File: src/rtl/ex_hazard_ctrl_if.sv
// Execute-stage hazard controller bundle: ID-stage operand info in, EX selects and IF/ID control out.
// Latency: none, plain signal bundle.
// Backpressure: stall_o/flush_o are the only flow-control signals; there is no ready path back into EX.
interface ex_hazard_ctrl_if #(
   parameter int REG_ADDR_W = 5,
   parameter int CNT_W      = 16
);
   logic                  id_valid_i;
   logic [REG_ADDR_W-1:0] id_rs1_i;
   logic [REG_ADDR_W-1:0] id_rs2_i;
   logic                  id_use_rs1_i;
   logic                  id_use_rs2_i;
   logic [REG_ADDR_W-1:0] id_rd_i;
   logic                  id_we_i;
   logic                  id_is_load_i;
   logic [2:0]            id_branch_sel_i;
   logic                  ex_isValid_i;
   logic [1:0]            A_sel;
   logic [1:0]            B_sel;
   logic [2:0]            Branch_sel;
   logic                  ex_valid_o;
   logic                  stall_o;
   logic                  flush_o;
   logic [CNT_W-1:0]      mispredict_cnt_o;
   logic [CNT_W-1:0]      stall_cnt_o;

   // Pipeline side: presents the ID instruction and EX's prediction result.
   modport master (
      output id_valid_i, id_rs1_i, id_rs2_i, id_use_rs1_i, id_use_rs2_i,
             id_rd_i, id_we_i, id_is_load_i, id_branch_sel_i, ex_isValid_i,
      input  A_sel, B_sel, Branch_sel, ex_valid_o, stall_o, flush_o,
             mispredict_cnt_o, stall_cnt_o
   );

   // Hazard controller side.
   modport slave (
      input  id_valid_i, id_rs1_i, id_rs2_i, id_use_rs1_i, id_use_rs2_i,
             id_rd_i, id_we_i, id_is_load_i, id_branch_sel_i, ex_isValid_i,
      output A_sel, B_sel, Branch_sel, ex_valid_o, stall_o, flush_o,
             mispredict_cnt_o, stall_cnt_o
   );
endinterface

File: src/rtl/ex_hazard_ctrl.sv
// Execute-stage hazard controller: forwarding selects, load-use stall, mispredict flush, perf counters.
// Latency: selects/ex_valid registered (1 cycle ID->EX); stall_o/flush_o combinational same cycle.
// Backpressure: load-use holds IF/ID for one cycle; a mispredict squashes IF/ID and costs two EX bubbles.
module ex_hazard_ctrl #(
   parameter int REG_ADDR_W = 5,
   parameter int CNT_W      = 16
)(
   input  logic            clk,
   input  logic            reset,
   ex_hazard_ctrl_if.slave hz_if
);

   typedef enum logic [1:0] {
      RUN      = 2'd0,
      LU_STALL = 2'd1,
      FLUSH    = 2'd2
   } state_t;

   // Operand mux encodings shared with the EX datapath.
   localparam logic [1:0]            SEL_RF  = 2'b00;
   localparam logic [1:0]            SEL_MEM = 2'b01;
   localparam logic [1:0]            SEL_WB  = 2'b10;
   localparam logic [REG_ADDR_W-1:0] REG_X0  = '0;
   localparam logic [CNT_W-1:0]      CNT_MAX = '1;
   localparam logic [CNT_W-1:0]      CNT_ONE = {{(CNT_W-1){1'b0}}, 1'b1};

   state_t                r_state;
   state_t                w_state_nxt;

   // EX tracking entry. Its occupant moves to MEM on the next edge, hence "Data_MEM" forwarding.
   logic                  r_ex_vld;
   logic                  r_ex_we;
   logic                  r_ex_ld;
   logic [REG_ADDR_W-1:0] r_ex_rd;

   // MEM tracking entry. Its occupant moves to WB on the next edge, hence "Data_WB" forwarding.
   // Only EX needs the load flag, and the WB occupant has already reached the register file by the
   // time a following instruction reads operands, so nothing beyond MEM is needed for selection.
   logic                  r_mem_vld;
   logic                  r_mem_we;
   logic [REG_ADDR_W-1:0] r_mem_rd;

   logic [1:0]            r_a_sel;
   logic [1:0]            r_b_sel;
   logic [2:0]            r_br_sel;
   logic [CNT_W-1:0]      r_mispredict_cnt;
   logic [CNT_W-1:0]      r_stall_cnt;

   logic                  w_ex_hit_a;
   logic                  w_ex_hit_b;
   logic                  w_mem_hit_a;
   logic                  w_mem_hit_b;
   logic                  w_load_use;
   logic                  w_mispredict;
   logic                  w_issue;
   logic                  w_stall;
   logic                  w_flush;
   logic [1:0]            w_a_sel;
   logic [1:0]            w_b_sel;

   // A used, non-x0 source matches a valid writing producer.
   assign w_ex_hit_a  = hz_if.id_use_rs1_i && (hz_if.id_rs1_i != REG_X0) &&
                        r_ex_vld && r_ex_we && (r_ex_rd == hz_if.id_rs1_i);
   assign w_ex_hit_b  = hz_if.id_use_rs2_i && (hz_if.id_rs2_i != REG_X0) &&
                        r_ex_vld && r_ex_we && (r_ex_rd == hz_if.id_rs2_i);
   assign w_mem_hit_a = hz_if.id_use_rs1_i && (hz_if.id_rs1_i != REG_X0) &&
                        r_mem_vld && r_mem_we && (r_mem_rd == hz_if.id_rs1_i);
   assign w_mem_hit_b = hz_if.id_use_rs2_i && (hz_if.id_rs2_i != REG_X0) &&
                        r_mem_vld && r_mem_we && (r_mem_rd == hz_if.id_rs2_i);

   // The nearer producer (currently in EX) holds the newest value, so it wins.
   assign w_a_sel = w_ex_hit_a ? SEL_MEM : (w_mem_hit_a ? SEL_WB : SEL_RF);
   assign w_b_sel = w_ex_hit_b ? SEL_MEM : (w_mem_hit_b ? SEL_WB : SEL_RF);

   // Load in EX feeding the ID instruction; only acted on in RUN (LU_STALL never re-detects).
   assign w_load_use   = hz_if.id_valid_i && r_ex_ld && (w_ex_hit_a || w_ex_hit_b);
   // EX's prediction flag is meaningless for a bubble.
   assign w_mispredict = r_ex_vld && !hz_if.ex_isValid_i;

   // State register.
   always_ff @(posedge clk) begin
      if (reset) r_state <= RUN;
      else       r_state <= w_state_nxt;
   end

   // Next state plus stall/flush/issue decisions; mispredict beats load-use beats issue, all gated by reset.
   always_comb begin
      w_state_nxt = r_state;
      w_stall     = 1'b0;
      w_flush     = 1'b0;
      w_issue     = 1'b0;
      if (!reset) begin
         if (w_mispredict) begin
            w_flush     = 1'b1;
            w_state_nxt = FLUSH;
         end else begin
            case (r_state)
               RUN: begin
                  if (w_load_use) begin
                     w_stall     = 1'b1;
                     w_state_nxt = LU_STALL;
                  end else begin
                     w_issue     = hz_if.id_valid_i;
                     w_state_nxt = RUN;
                  end
               end
               LU_STALL: begin
                  // The load has moved to MEM, so the held instruction now forwards from WB path.
                  w_issue     = hz_if.id_valid_i;
                  w_state_nxt = RUN;
               end
               FLUSH: begin
                  // ID holds a wrong-path instruction; drop it.
                  w_state_nxt = RUN;
               end
               default: w_state_nxt = RUN;
            endcase
         end
      end
   end

   // EX/MEM tracking and registered EX controls: issue from ID or insert a bubble.
   always_ff @(posedge clk) begin
      if (reset) begin
         r_ex_vld  <= 1'b0;
         r_ex_we   <= 1'b0;
         r_ex_ld   <= 1'b0;
         r_ex_rd   <= REG_X0;
         r_mem_vld <= 1'b0;
         r_mem_we  <= 1'b0;
         r_mem_rd  <= REG_X0;
         r_a_sel   <= SEL_RF;
         r_b_sel   <= SEL_RF;
         r_br_sel  <= 3'b000;
      end else begin
         r_mem_vld <= r_ex_vld;
         r_mem_we  <= r_ex_we;
         r_mem_rd  <= r_ex_rd;
         if (w_issue) begin
            r_ex_vld <= 1'b1;
            r_ex_we  <= hz_if.id_we_i;
            r_ex_ld  <= hz_if.id_is_load_i;
            r_ex_rd  <= hz_if.id_rd_i;
            r_a_sel  <= w_a_sel;
            r_b_sel  <= w_b_sel;
            r_br_sel <= hz_if.id_branch_sel_i;
         end else begin
            r_ex_vld <= 1'b0;
            r_ex_we  <= 1'b0;
            r_ex_ld  <= 1'b0;
            r_ex_rd  <= REG_X0;
            r_a_sel  <= SEL_RF;
            r_b_sel  <= SEL_RF;
            r_br_sel <= 3'b000;
         end
      end
   end

   // Saturating event counters for mispredict flushes and load-use stalls.
   always_ff @(posedge clk) begin
      if (reset) begin
         r_mispredict_cnt <= '0;
         r_stall_cnt      <= '0;
      end else begin
         if (w_flush && (r_mispredict_cnt != CNT_MAX))
            r_mispredict_cnt <= r_mispredict_cnt + CNT_ONE;
         if (w_stall && (r_stall_cnt != CNT_MAX))
            r_stall_cnt <= r_stall_cnt + CNT_ONE;
      end
   end

   assign hz_if.A_sel            = r_a_sel;
   assign hz_if.B_sel            = r_b_sel;
   assign hz_if.Branch_sel       = r_br_sel;
   assign hz_if.ex_valid_o       = r_ex_vld;
   assign hz_if.stall_o          = w_stall;
   assign hz_if.flush_o          = w_flush;
   assign hz_if.mispredict_cnt_o = r_mispredict_cnt;
   assign hz_if.stall_cnt_o      = r_stall_cnt;

endmodule

File: src/flat_wrapper.sv
// flat-port wrapper written by rule: the top's interface ports become plain ports
module ex_hazard_ctrl_flat 
#(
   parameter int REG_ADDR_W = 5,
   parameter int CNT_W      = 16
)
  (clk, reset, hz_if_id_valid_i, hz_if_id_rs1_i, hz_if_id_rs2_i, hz_if_id_use_rs1_i, hz_if_id_use_rs2_i, hz_if_id_rd_i, hz_if_id_we_i, hz_if_id_is_load_i, hz_if_id_branch_sel_i, hz_if_ex_isValid_i, hz_if_A_sel, hz_if_B_sel, hz_if_Branch_sel, hz_if_ex_valid_o, hz_if_stall_o, hz_if_flush_o, hz_if_mispredict_cnt_o, hz_if_stall_cnt_o);
  ex_hazard_ctrl_if #(.REG_ADDR_W(REG_ADDR_W), .CNT_W(CNT_W)) hz_if_i ();
  input  logic clk;
  input  logic reset;
  input wire logic [$bits(hz_if_i.id_valid_i)-1:0] hz_if_id_valid_i;
  input wire logic [$bits(hz_if_i.id_rs1_i)-1:0] hz_if_id_rs1_i;
  input wire logic [$bits(hz_if_i.id_rs2_i)-1:0] hz_if_id_rs2_i;
  input wire logic [$bits(hz_if_i.id_use_rs1_i)-1:0] hz_if_id_use_rs1_i;
  input wire logic [$bits(hz_if_i.id_use_rs2_i)-1:0] hz_if_id_use_rs2_i;
  input wire logic [$bits(hz_if_i.id_rd_i)-1:0] hz_if_id_rd_i;
  input wire logic [$bits(hz_if_i.id_we_i)-1:0] hz_if_id_we_i;
  input wire logic [$bits(hz_if_i.id_is_load_i)-1:0] hz_if_id_is_load_i;
  input wire logic [$bits(hz_if_i.id_branch_sel_i)-1:0] hz_if_id_branch_sel_i;
  input wire logic [$bits(hz_if_i.ex_isValid_i)-1:0] hz_if_ex_isValid_i;
  output wire logic [$bits(hz_if_i.A_sel)-1:0] hz_if_A_sel;
  output wire logic [$bits(hz_if_i.B_sel)-1:0] hz_if_B_sel;
  output wire logic [$bits(hz_if_i.Branch_sel)-1:0] hz_if_Branch_sel;
  output wire logic [$bits(hz_if_i.ex_valid_o)-1:0] hz_if_ex_valid_o;
  output wire logic [$bits(hz_if_i.stall_o)-1:0] hz_if_stall_o;
  output wire logic [$bits(hz_if_i.flush_o)-1:0] hz_if_flush_o;
  output wire logic [$bits(hz_if_i.mispredict_cnt_o)-1:0] hz_if_mispredict_cnt_o;
  output wire logic [$bits(hz_if_i.stall_cnt_o)-1:0] hz_if_stall_cnt_o;
  assign hz_if_i.id_valid_i = hz_if_id_valid_i;
  assign hz_if_i.id_rs1_i = hz_if_id_rs1_i;
  assign hz_if_i.id_rs2_i = hz_if_id_rs2_i;
  assign hz_if_i.id_use_rs1_i = hz_if_id_use_rs1_i;
  assign hz_if_i.id_use_rs2_i = hz_if_id_use_rs2_i;
  assign hz_if_i.id_rd_i = hz_if_id_rd_i;
  assign hz_if_i.id_we_i = hz_if_id_we_i;
  assign hz_if_i.id_is_load_i = hz_if_id_is_load_i;
  assign hz_if_i.id_branch_sel_i = hz_if_id_branch_sel_i;
  assign hz_if_i.ex_isValid_i = hz_if_ex_isValid_i;
  assign hz_if_A_sel = hz_if_i.A_sel;
  assign hz_if_B_sel = hz_if_i.B_sel;
  assign hz_if_Branch_sel = hz_if_i.Branch_sel;
  assign hz_if_ex_valid_o = hz_if_i.ex_valid_o;
  assign hz_if_stall_o = hz_if_i.stall_o;
  assign hz_if_flush_o = hz_if_i.flush_o;
  assign hz_if_mispredict_cnt_o = hz_if_i.mispredict_cnt_o;
  assign hz_if_stall_cnt_o = hz_if_i.stall_cnt_o;
  ex_hazard_ctrl #(.REG_ADDR_W(REG_ADDR_W), .CNT_W(CNT_W)) u_core (.clk(clk), .reset(reset), .hz_if(hz_if_i));
endmodule
File: config.mk
export PLATFORM = sky130hd
export DESIGN_NAME = ex_hazard_ctrl_flat
export DESIGN_NICKNAME = d
export VERILOG_FILES = /design/src/rtl/ex_hazard_ctrl_if.sv /design/src/rtl/ex_hazard_ctrl.sv /design/src/flat_wrapper.sv
export SDC_FILE = /design/constraint.sdc
export NUM_CORES = 1
export LEC_CHECK = 0
export CORE_MARGIN = 5
export CORE_UTILIZATION = 45
export CTS_BUF_LIST = sky130_fd_sc_hd__clkbuf_8
export CTS_CLUSTER_DIAMETER = 80
export CTS_CLUSTER_SIZE = 28
export DETAILED_ROUTE_END_ITERATION = 8
export GPL_TIMING_DRIVEN = 0
export PLACE_DENSITY = 0.78
export SLEW_MARGIN = 10
export SYNTH_ARGS = -nofsm -noshare
export SYNTH_HDL_FRONTEND = slang
export SYNTH_SLANG_ARGS = --single-unit
File: constraint.sdc
create_clock -name clk -period 1.9 [get_ports clk]
set_input_delay 0.19 -clock clk [delete_from_list [all_inputs] [get_ports clk]]
set_output_delay 0.19 -clock clk [all_outputs]
set_load 0.03 [all_outputs]
==> reports/metrics.csv, run 1 <==
metric,value,unit
drt_first_iter_violations,123,
htree_levels,2,
path_cells,xnor2_2 > nand4_1 > nor3_4 > buf_12 > o211ai_4 > or4_4 > a21oi_2,
diodes,0,
path_buf_inv,1,
ys_seq_area_share,43.3,%
port_buffers,66,
die_h,85.8,um
fmax,500,MHz
wl_met3,311,um
grt_first_pass_wirelength,10900,um
maxCapViolations,0,
grt_pass1_vias,2307,
fin_skew,0.00393,ns
cts-root-buf,clkbuf_8,
most-common-layout-cells,"clkdlybuf4s50_1 (53), dfxtp_1 (39), nor2_1 (24), buf_4 (23), and3_1 (17)",
drc,0,
max_stage_delay,0.59,ns
yosys.area.top_type,dfxtp_1,
finalSetupViolCount,9,
wl_met2,3880,um
dp_hpwl,4670,um
final_common_cell,clkdlybuf4s50_1,
violations,setup timing,
vias,2485,
status,finished with violations,
power.static_leakage,1.45,nW
max_slew_margin,53.9,%
synth_xor_area_share,10.8,%
cts.reportedPaths.clkPinSlew,0.09,ns
synth_ff_type,dfxtp_1,
grt_usage,18.3,%
synth_compound_area_share,9.33,%
yosys_warnings,0,
syn_area,2590,um^2
fin_crit_sh,105,%
fin_ws,-0.101,ns
required,2.14,ns
die_w,85.8,um
coreArea,5540,um^2
clk_latency,0.30,ns
synthMuxAreaShare,2.46,%
synth-edff-count,0,
path_class,register to register,
viasPerCell,5.50,
cp_max_fo,7,
synth_top_family_by_area,simple AND/OR/NAND/NOR gates,
firstDrtPassIters,4,
hp-class,input pin to register,
area_growth,51.4,%
cts_max_path_buffers,2,
tightestPinTransition,0.690,ns
finalWirelength,7380,um
start_util,46.7,%
finalPower,2.02,mW
syn_area_per_cell,9.25,um^2
final_nets,408,
r2r_setup_slack,-0.10,ns
hold_viol_final,0,
highest_layer,met4,
fillers,414,
slew_violations,0,
cpLargestDelayFamily,simple AND/OR/NAND/NOR gates,
whs_path_depth,4,
synth_cell_types,44,
dp_slack,-0.834,ns
grt_max_degree,16,
min_to,u_core.hz_if.B_sel[1],
wire_per_inst,16.3,um
min_period,2.00,ns
synthTopCellsByArea,"dfxtp_1 (43%), xnor2_1 (5.8%), xor2_1 (5.1%), and3_1 (4.3%), nor2_1 (3.6%)",
async_flop_share,0,%
postRouteAntennaNets,0,
synthSimpleGateAreaFrac,30.5,%
holdCritStartpoint,hz_if_id_rs2_i[0],
slowest_stage,or4_4,
ff2ff_path_depth,7,
drive_gt1_share,28.7,%
synth_nets,308,
ys_ff_latch,56,
timing.rr.end,u_core.hz_if.stall_cnt_o[5],
rsz0062_at_grt,yes,
cts_tree,done,
io_pins,68,
rows,27,
reg2reg_from,u_core.r_ex_rd[2],
netlist_instances,280,
vdd_drop_max,0.453,mV
power_density,515,nW/um^2
cp.arrival,2.24,ns
cts_buffers,5,
cts.sinks,56,
wl_met1,3130,um
die_area,7370,um^2
gp_congestion,0.864,
crit_path_end_kind,register,
start_kind,register,
antenna_found_initial,0,
grt.overflow.total,0,
final_core_util,70.7,%
synth_top_area_share,43.3,%
synthAdderAreaFrac,0.967,%
==> synthesized netlist by cell type, types with 3 or more instances <==
cell type  instances
mux2i_1            3
buf_2              3
clkbuf_1           3
o31ai_1            3
xnor2_1           17
nand4_1           11
or3_1              7
or4_1              5
nor3_1             8
nand2b_1           3
xor2_1            15
a21oi_1           13
nor4_1             4
nor2b_1           11
mux2_1             3
dfxtp_1           56
nand3_1           15
nor2_1            25
and3_1            18
and4_1             4
inv_1              4
nand2_1           11
o21ai_0            8
==> power breakdown <==
group / total (mW) / switching (mW) / internal, mW
registers: 1.20 / 0.0193 / 1.18
clock network: 0.610 / 0.364 / 0.247
logic: 0.206 / 0.102 / 0.105
total: 2.02 / 0.485 / 1.54
==> worst max path at each step <==
stage                                     start                           end  depth (start not counted)
finish                        u_core.r_ex_rd[2]   u_core.hz_if.stall_cnt_o[5]                          7
global route        u_core.hz_if.stall_cnt_o[7]   u_core.hz_if.stall_cnt_o[0]                          5
CTS                           u_core.r_ex_rd[4]                 hz_if_stall_o                          6
detailed placement            hz_if_id_rs2_i[0]                 hz_if_stall_o                          7
global placement              hz_if_id_rs2_i[0]                 hz_if_stall_o                          7
floorplan               u_core.hz_if.ex_valid_o  u_core.hz_if.stall_cnt_o[10]                          7
==> worst min-delay path, delay by kind of cell <==
family / cells / cell delay [ns]
xor+xnor: 1 / 0.08
buf+inv: 1 / 0.14
simple gates: 2 / 0.12
==> flip-flops by register name, indices dropped and copies added (netlist names) <==
| signal | cells |
|---|---|
| u_core.r_ex_ld | 1 |
| u_core.r_state | 2 |
| u_core.r_ex_rd | 5 |
| u_core.r_mem_vld | 1 |
| u_core.r_mem_we | 1 |
| u_core.r_ex_we | 1 |
| u_core.hz_if.ex_valid_o | 1 |
| u_core.hz_if.Branch_sel | 3 |
| u_core.r_mem_rd | 5 |
| u_core.hz_if.A_sel | 2 |
| u_core.hz_if.B_sel | 2 |
| u_core.hz_if.stall_cnt_o | 16 |
| u_core.hz_if.mispredict_cnt_o | 16 |
==> area by class of cell <==
type,count,area [um^2],share of cell area [%]
buffer,9,51.3,1.31
inverter,4,15.0,0.383
sequential,56,1150,29.5
clock inverter,2,8.76,0.223
multi-input combinational,210,1650,42.2
timing repair buffer,94,876,22.3
clock buffer,5,68.8,1.76
tap,72,90.1,2.30
==> cell families after synthesis <==
logic type / Yosys count
AOI/OAI and AO/OA: 35
adders and majority gates: 2
xor gates and xnor gates: 32
muxes: 6
buffers and inverters: 14
and+or+nand+nor: 135
DFF: 56
==> through the flow <==
step / std cells / hold slack [ns] / area [um^2] / setup TNS (ns)
2_1_floorplan: 280 / 0.266 / 2610 / 0
3_3_place_gp: 418 / 0.470 / 3360 / -13.88
3_5_place_dp: 418 / 0.473 / 3360 / -14.69
4_1_cts: 439 / 0.301 / 3650 / -0.862
5_1_grt: 452 / 0.286 / 3920 / -1.47
6_report: 452 / 0.267 / 3920 / -0.461
==> metal layers <==
| layer | vias to the layer above | track usage (%) |
|---|---|---|
| li1 | 1205 | - |
| met1 | 1205 | 23.0 |
| met2 | 65 | 31.8 |
| met3 | 10 | 4.71 |
| met4 | 0 | 3.88 |
| met5 | - | 0 |
==> repair_timing <==
| item | in CTS | in global routing |
|---|---|---|
| endpoints found under the setup margin | 27 | 39 |
| pin swaps | 21 | 18 |
| gates resized for setup | 46 | 54 |
| setup buffers | 14 | 15 |
| hold buffers | 0 | 0 |
(Power assumes the default switching activity.)
==> run 2, diff against run 1 <==
--- a/config.mk
+++ b/config.mk
@@ -5,6 +5,7 @@
 export SDC_FILE = /design/constraint.sdc
 export NUM_CORES = 1
 export LEC_CHECK = 0
+export ABC_CLOCK_PERIOD_IN_PS = 1900
 export CORE_MARGIN = 5
 export CORE_UTILIZATION = 45
 export CTS_BUF_LIST = sky130_fd_sc_hd__clkbuf_8
==> results of run 2 <==
The final DEF is identical to that of run 1; final timing and power are the same.
==> run 3, diff against run 2 <==
--- a/config.mk
+++ b/config.mk
@@ -13,7 +13,9 @@
 export CTS_CLUSTER_SIZE = 28
 export DETAILED_ROUTE_END_ITERATION = 8
 export GPL_TIMING_DRIVEN = 0
+export MAX_ROUTING_LAYER = met4
 export PLACE_DENSITY = 0.78
+export SKIP_LAST_GASP = 1
 export SLEW_MARGIN = 10
 export SYNTH_ARGS = -nofsm -noshare
 export SYNTH_HDL_FRONTEND = slang
==> run 3 against run 2 <==
Compared with the run above: final area decreased by 3.4%; the flow still finishes with violations (setup timing); via count fell by 2.9%; critical endpoint is now u_core.hz_if.stall_cnt_o[0]; flip-flop and latch count is the same; critical path depth did not move; worst setup slack worse by 0.041 ns; wire length fell by 7.8%; clock skew rose by 0.0050 ns; combinational power down 4%; register-to-register slack worse by 0.04 ns.
==> reports/metrics.csv, run 3 (same netlist as run 1, synthesis figures left out) <==
metric,value,unit,change
status,finished with violations,,
violations,setup timing,,
path_class,register to register,,
final_area,3780,um^2,-3.4%
power_density,531,nW/um^2,+3.0%
fin_skew,0.00891,ns,+0.00498 ns
rows,27,,unchanged
fin_ws,-0.142,ns,-0.0414 ns
finalSetupViolCount,26,,+17
tightestPinTransition,0.684,ns,-0.00590 ns
cts.reportedPaths.clkPinSlew,0.10,ns,about the same
postRouteAntennaNets,0,,unchanged
clk_latency,0.31,ns,about the same
final_cell_count_no_fill,444,,-1.8%
most-common-layout-cells,"clkdlybuf4s50_1 (53), dfxtp_1 (42), nor2_1 (24), and3_1 (18), buf_4 (17)",,
drt_first_iter_violations,104,,-15%
power_frac_comb,9.8,%,-0.4 points
hold_viol_final,0,,unchanged
postCtsHoldBufs,0,,unchanged
power_switching,0.478,mW,-1.3%
start_util,46.7,%,unchanged
grt_pass1_vias,2306,,-0.043%
io_pins,68,,unchanged
crit_path_end_kind,register,,
firstDrtPassIters,4,,unchanged
min_period,2.04,ns,+0.0414 ns
maxCapViolations,0,,unchanged
die_w,85.8,um,unchanged
finalPower,2.01,mW,-0.51%
vias,2413,,-2.9%
hp-class,input pin to register,,
die_area,7370,um^2,unchanged
port_buffers,66,,unchanged
cts-root-buf,clkbuf_8,,
pwr-share-clk,30.5,%,+0.3 points
gp_congestion,0.878,,+1.6%
power.static_leakage,1.39,nW,-3.6%
cp_max_fo,6,,-1
coreArea,5540,um^2,unchanged
cp.arrival,2.28,ns,+0.04 ns
dp_slack,-0.834,ns,unchanged
max_slew_margin,54.3,%,+0.39 points
grt.overflow.total,0,,unchanged
grt_first_pass_wirelength,10900,um,about the same
die_h,85.8,um,unchanged
dp_hpwl,4670,um,unchanged
switching_share,23.8,%,-0.20 points
grt_usage,18.8,%,+0.50 points
cts_buffers,5,,unchanged
whs,0.296,ns,+0.0296 ns
cts.sinks,56,,unchanged
cts_tree,done,,
drive_gt1_share,22.0,%,-6.6 points
finalWirelength,6810,um,-7.8%
grt_max_degree,16,,unchanged
p_int,1.53,mW,-0.25%
placed_area,3360,um^2,unchanged
wire_per_inst,15.3,um,-6.2%
drc,0,,unchanged
required,2.14,ns,about the same
final_nets,400,,-2.0%
fin_crit_sh,107,%,+2.2 points
start_kind,register,,
htree_levels,2,,unchanged
pwr-share-seq,59.7,%,about the same
vdd_drop_max,0.505,mV,+11%
rsz0062_at_grt,yes,,
cts_max_path_buffers,2,,unchanged
dp.cells,418,,unchanged
fmax,490,MHz,-2.0%
diodes,0,,unchanged
final_common_cell,clkdlybuf4s50_1,,
setup_tns,-1.53,ns,-1.06 ns
slew_violations,0,,unchanged
viasPerCell,5.43,,-1.1%
antenna_found_initial,0,,unchanged
area_growth,46.2,%,
final_core_util,68.3,%,-2.4 points
-- run 3: power groups by stage --
stage / registers [mW] / logic (mW) / clock network, mW
after floorplan: 1.24 / 0.0842 / 0
after global placement: 1.23 / 0.181 / 0
after detailed placement: 1.23 / 0.184 / 0
after CTS: 1.20 / 0.187 / 0.620
after global routing: 1.20 / 0.211 / 0.675
final: 1.20 / 0.197 / 0.613
-- run 3: final timing paths --
check | from | end | slack, ns | cells past startpoint
setup / recovery | u_core.r_ex_rd[3] | u_core.hz_if.stall_cnt_o[0] | -0.14 | 7
hold / removal | hz_if_ex_isValid_i | u_core.r_state[1] | 0.30 | 2
setup reg to reg | u_core.r_ex_rd[3] | u_core.hz_if.stall_cnt_o[0] | -0.14 | 7
hold reg to reg | u_core.r_mem_vld | u_core.hz_if.B_sel[1] | 0.49 | 2
-- run 3: worst max-delay path, stage by stage (launching register included) --
cell      delay, ns
dfxtp_2        0.39
xnor2_2        0.13
nand4_1        0.14
nor3_4         0.48
o211ai_4       0.14
buf_6          0.19
or3_1          0.35
a21oi_2        0.13
-- run 3: final cells by class --
| cell class | instances | area (um^2) |
|---|---|---|
| fillers | 434 | 1760 |
| multi-input cells | 210 | 1580 |
| flip-flops and latches | 56 | 1150 |
| repair buffers | 85 | 801 |
| well taps | 72 | 90.1 |
| clock buffers | 5 | 68.8 |
| plain buffers | 10 | 66.3 |
| inverters | 4 | 15.0 |
| clock inverters | 2 | 8.76 |
-- run 3: metal layers --
layer / up-vias / global-route usage, % / share of wire [%] / wire, um
li1: 1192 / - / - / -
met1: 1156 / 23.0 / 44 / 2990
met2: 54 / 31.8 / 51 / 3470
met3: 11 / 4.42 / 4.1 / 279
met4: 0 / 3.88 / 0.93 / 63
met5: - / - / 0 / 0
-- run 3: repair_timing --
item                                    CTS  global route
hold endpoints to repair                  0             0
cloned                                    0             0
resized for setup                        45            27
pin swaps                                21             9
buffers inserted                         14             5
endpoints found under the setup margin   27            39
